$ cat src/rtl/if_fetch.sv
// Instruction fetch stage: owns the PC, issues single-outstanding word fetches and buffers words in a FIFO.
// Define IF_FETCH_STALL_CNT_EN to add stall_cnt_o, a saturating count of cycles with no valid instruction.
module if_fetch #(
    parameter logic [31:0] RESET_PC   = 32'h0000_0000,
    parameter int          FIFO_DEPTH = 2,
    parameter logic [31:0] NOP_INST   = 32'h0000_0013
) (
    input  logic        clk,
    input  logic        rst,
    input  logic        jump_en_i,
    input  logic [31:0] jump_addr_i,
    input  logic        hold_flag_i,
    output logic        ibus_req_o,
    output logic [31:0] ibus_addr_o,
    input  logic        ibus_gnt_i,
    input  logic        ibus_rvalid_i,
    input  logic [31:0] ibus_rdata_i,
`ifdef IF_FETCH_STALL_CNT_EN
    output logic [31:0] stall_cnt_o,
`endif
    output logic        inst_valid_o,
    output logic [31:0] inst_o,
    output logic [31:0] inst_addr_o
);

    localparam int PTR_W = $clog2(FIFO_DEPTH);
    localparam logic [PTR_W:0] DEPTH_C = (PTR_W + 1)'(FIFO_DEPTH);

    typedef enum logic [1:0] {
        IDLE,
        REQ,
        WAIT,
        DISCARD
    } state_t;

    state_t           state;
    state_t           state_nxt;
    logic [31:0]      fetch_pc;
    logic [31:0]      fetch_pc_nxt;
    logic [31:0]      req_addr;
    logic [31:0]      jump_target;
    logic [31:0]      fifo_addr [FIFO_DEPTH];
    logic [31:0]      fifo_data [FIFO_DEPTH];
    logic [PTR_W-1:0] rd_ptr;
    logic [PTR_W-1:0] wr_ptr;
    logic [PTR_W:0]   count;
    logic [PTR_W:0]   count_nxt;
    logic             fire;
    logic             push;
    logic             pop;
    logic             req_nxt;

    assign jump_target = jump_addr_i & 32'hFFFF_FFFC;
    assign fire        = ibus_req_o && ibus_gnt_i;
    assign push        = (state == WAIT) && ibus_rvalid_i && !jump_en_i;
    assign pop         = (count != '0) && !hold_flag_i && !jump_en_i;

    // A request granted in the jump cycle, or still in flight at a jump, must have its response dropped.
    always_comb begin
        state_nxt    = state;
        fetch_pc_nxt = fetch_pc;
        count_nxt    = count;
        case (state)
            IDLE:    state_nxt = REQ;
            REQ:     if (fire) state_nxt = jump_en_i ? DISCARD : WAIT;
            WAIT:    begin
                if (ibus_rvalid_i)  state_nxt = REQ;
                else if (jump_en_i) state_nxt = DISCARD;
            end
            DISCARD: if (ibus_rvalid_i) state_nxt = REQ;
            default: state_nxt = IDLE;
        endcase

        if (jump_en_i)  fetch_pc_nxt = jump_target;
        else if (fire)  fetch_pc_nxt = fetch_pc + 32'd4;

        if (jump_en_i)          count_nxt = '0;
        else if (push && !pop)  count_nxt = count + 1'b1;
        else if (pop && !push)  count_nxt = count - 1'b1;

        // Nothing is outstanding in REQ, so credit reduces to free FIFO slots.
        req_nxt = (state_nxt == REQ) && (count_nxt < DEPTH_C);
    end

    always_ff @(posedge clk or posedge rst) begin
        if (rst) begin
            state      <= IDLE;
            fetch_pc   <= RESET_PC;
            req_addr   <= RESET_PC;
            ibus_req_o <= 1'b0;
            count      <= '0;
            rd_ptr     <= '0;
            wr_ptr     <= '0;
            for (int i = 0; i < FIFO_DEPTH; i++) begin
                fifo_addr[i] <= '0;
                fifo_data[i] <= '0;
            end
        end else begin
            state      <= state_nxt;
            fetch_pc   <= fetch_pc_nxt;
            ibus_req_o <= req_nxt;
            count      <= count_nxt;
            if (fire) req_addr <= fetch_pc;
            if (jump_en_i) begin
                rd_ptr <= '0;
                wr_ptr <= '0;
            end else begin
                if (push) begin
                    fifo_addr[wr_ptr] <= req_addr;
                    fifo_data[wr_ptr] <= ibus_rdata_i;
                    wr_ptr            <= wr_ptr + 1'b1;
                end
                if (pop) rd_ptr <= rd_ptr + 1'b1;
            end
        end
    end

    assign ibus_addr_o  = fetch_pc;
    assign inst_valid_o = (count != '0);
    assign inst_o       = inst_valid_o ? fifo_data[rd_ptr] : NOP_INST;
    assign inst_addr_o  = inst_valid_o ? fifo_addr[rd_ptr] : 32'h0000_0000;

`ifdef IF_FETCH_STALL_CNT_EN
    always_ff @(posedge clk or posedge rst) begin
        if (rst)
            stall_cnt_o <= '0;
        else if (!inst_valid_o && (stall_cnt_o != 32'hFFFF_FFFF))
            stall_cnt_o <= stall_cnt_o + 32'd1;
    end
`endif

endmodule

$ cat config.mk
export PLATFORM = sky130hd
export DESIGN_NAME = if_fetch
export DESIGN_NICKNAME = d
export VERILOG_FILES = /design/src/rtl/if_fetch.sv
export SDC_FILE = /design/constraint.sdc
export NUM_CORES = 1
export LEC_CHECK = 0
export CAP_MARGIN = 10
export CORE_ASPECT_RATIO = 2
export CORE_MARGIN = 2
export CORE_UTILIZATION = 50
export DETAILED_ROUTE_END_ITERATION = 12
export PLACE_DENSITY_LB_ADDON = 0.3
export SYNTH_ARGS = -nofsm -noshare
export SYNTH_HDL_FRONTEND = slang
export SYNTH_SLANG_ARGS = --single-unit
$ cat constraint.sdc
create_clock -name clk -period 13.3 [get_ports clk]
set_input_delay 1.995 -clock clk [delete_from_list [all_inputs] [get_ports clk]]
set_output_delay 1.995 -clock clk [all_outputs]
set_load 0.01 [all_outputs]
==> metrics.md <==
| Metric | Value |
|---|---|
| CP arrival | 2720 ps |
| WP data required | 11310 ps |
| DR DRC count | 0 |
| First-pass GRT wire length | 33.7 mm |
| Die Footprint | 18800 um2 |
| Clk_skew | 10.4 ps |
| RSZ-0062 raised after global routing | false |
| Critical R2R Capture | fifo_addr[43] |
| RR Startpoint | state[0] |
| Worst Reg-to-Reg Cells | 4 |
| Initial Util | 0.510 |
| Max IR drop VDD | 0.124 mV |
| Max-cap violation count | 0 |
| Drt total wl | 20.7 mm |
| Antenna violations before repair | 0 |
| Sequential-to-total area share from yosys stat | 0.542 |
| GR Util All Layers | 0.226 |
| Synth warn | 0 |
| Util after Layout | 0.642 |
| Async set or reset register ratio after synthesis | 1.00 |
| Drt initial violations | 226 |
| Port-buffer cells | 161 |
| Routed vias | 6169 |
| Post-synth EDFFs | 0 |
| I/O pin total | 168 |
| Leakage Power | 0.00468 uW |
| CP Launch Type | flop |
| Overflow after GRT | 0 |
| Vias in the first global route | 6690 |
| Via-per-instance ratio | 5.70 |
| Core footprint | 17300 um2 |
| Worst-Skew Late Latency | 430 ps |
| Setup Crit Path Kind | reg -> out |
| Maximum root-to-sink buffer count | 2 |
| Most frequent cells in the layout | dfrtp_1 (190), clkdlybuf4s50_1 (160), mux2_2 (154) |
| CTS Hold Buffers Added | 0 |
| Tmin final | 4720 ps |
| Post-route ant nets | 0 |
| Root buf cell | clkbuf_16 |
| Synthesis-to-layout area growth | 25.8% |
| Count of final setup violators | 0 |
| Layout cell share with drive strength beyond 1 | 0.236 |
| Post-Syn Area per Cell | 12.2 um2 |
| Drt wl/cell | 19.1 um |
| Post-Syn Area | 8810 um2 |
| FP Rows | 68 |
| Hold Crit Class | reg -> reg |
| Setup bufs post-CTS | 0 |
| Chip width | 97.9 um |
| Crit. End Element | primary output |
| Final HPWL from detailed placement | 14.2 mm |
| Placed Instance Area | 10500 um2 |
| Fin nets | 932 |
| TritonCTS clock tree | yes |
| Hold Path Sink | req_addr[6] |
| Post-synthesis cell count | 720 |
| Hold Path Depth | 2 |
| Design area | 11100 um2 |
| Yosys cell types | 45 |
| FF+latch count, synth | 191 |
| Max Fclk | 212 MHz |
| Crit-path max FO | 38 |
| Status | complete, no violations |
| GP Congestion | 0.810 |
| Worst slew pin tran | 1170 ps |
| Slew Limit Fails | 0 |
| Worst hold start | req_addr[6] |
| Setup_tns | 0 ps |
| Htree depth | 4 |
| Reg2Reg Setup Slack | 10470 ps |
| P per Cell Area | 175 nW/um2 |
| Clock Pin Slew Worst Setup and Hold Paths | 70 ps |
| TritonCTS Sinks | 191 |
| Post-synth top flop | dfrtp_1 |
| Num CTS Buffers | 17 |
| Antenna Cells | 0 |
| Largest net degree at the start of global routing | 116 |
| Hold Fails Final Rpt | 0 |
| Tcrit/Tclk final | 0.355 |
| Rel. slew slack | 0.223 |
| First drt pass iteration count | 4 |
| Die Span Y | 192 um |
| Post-CTS sizing | 0 |
| Leading cell type in the layout, fill and taps excluded | dfrtp_1 |
## cell usage after synthesis (3+ instances only)
cell,n,share of area
mux2i_1,64,0.073
nor2_1,77,0.033
mux2_2,154,0.20
o31ai_1,8,0.0068
xor2_1,4,0.0040
a21oi_1,3,0.0017
and4_1,3,0.0030
dfrtp_1,191,0.54
a22oi_1,4,0.0034
buf_1,6,0.0026
buf_4,4,0.0034
o311ai_0,3,0.0030
nand4_1,10,0.0071
nor3_1,5,0.0028
a31oi_1,4,0.0028
or4_1,8,0.0068
xnor2_1,11,0.011
o311ai_1,4,0.0040
nand2_1,40,0.017
o21ai_0,12,0.0068
inv_1,6,0.0026
nand3_1,18,0.010
or2_2,5,0.0036
buf_2,11,0.0062
clkbuf_1,26,0.011
nor2b_1,6,0.0043
a221o_1,3,0.0034
nor4_1,7,0.0050
## worst max-delay path, stage by stage, from the launching register on
cell	delay, ps
dfrtp_1	380
inv_1	80
ha_2	560
buf_4	500
inv_1	150
nand2_1	90
clkdlybuf4s50_1	530
## worst max-delay path by stage
stage | cells past startpoint | end | start
after CTS | 6 | inst_o[0] | count[1]
final | 6 | inst_o[0] | count[1]
after detailed placement | 5 | fifo_addr[54] | ibus_rvalid_i
after global placement | 5 | fifo_data[36] | ibus_rvalid_i
after floorplan | 1 | count[0] | rst
after global routing | 6 | inst_o[1] | count[1]
## where the power goes
part           leakage, uW  total, uW  internal, uW  switching (uW)
combinational      0.00194        581           332             249
sequential         0.00248        883           732             151
clock             0.000259        478           248             230
total              0.00468       1940          1310             631
## through the flow
stage	setup WS, ps	hold WS [ps]	cells	power, uW
final	8580	505	1083	1940
after floorplan	6110	460	723	1220
after global routing	8390	523	1083	2050
after detailed placement	8390	494	1051	1480
after CTS	8530	509	1083	1960
after global placement	8470	475	1051	1440
## cell families after synthesis
logic type	count (synthesis)	synth area share
muxes	218	0.270
buffers and inverters	55	0.0277
adders and majority gates	2	0.00284
DFF	191	0.542
and+or+nand+nor	192	0.106
xor gates and xnor gates	15	0.0149
other	1	0.000426
AOI/OAI and AO/OA	46	0.0364
## sequential cells by signal (all words and copies together) (netlist names)
signal	cells
fifo_data	64
fifo_addr	60
ibus_addr_o	30
req_addr	30
count	2
state	2
ibus_req_o	1
rd_ptr	1
wr_ptr	1
## area by class of cell
type,instances,area (um2)
fill,1354,6190
sequential,191,4780
multi-input combinational,477,3810
timing repair buffer,167,1650
clock buffer,19,443
tap,210,263
clock inverter,13,104
inverter,6,30.0
## routing by layer
layer  global-route usage  up-vias  wire length (um)
li1                     -     2832                 -
met1                0.256     3130              8070
met2                0.414      171             11300
met3               0.0378       36               722
met4               0.0988        0               684
met5                    0        -                 0
No activity file was read; power rests on OpenSTA's default activity.
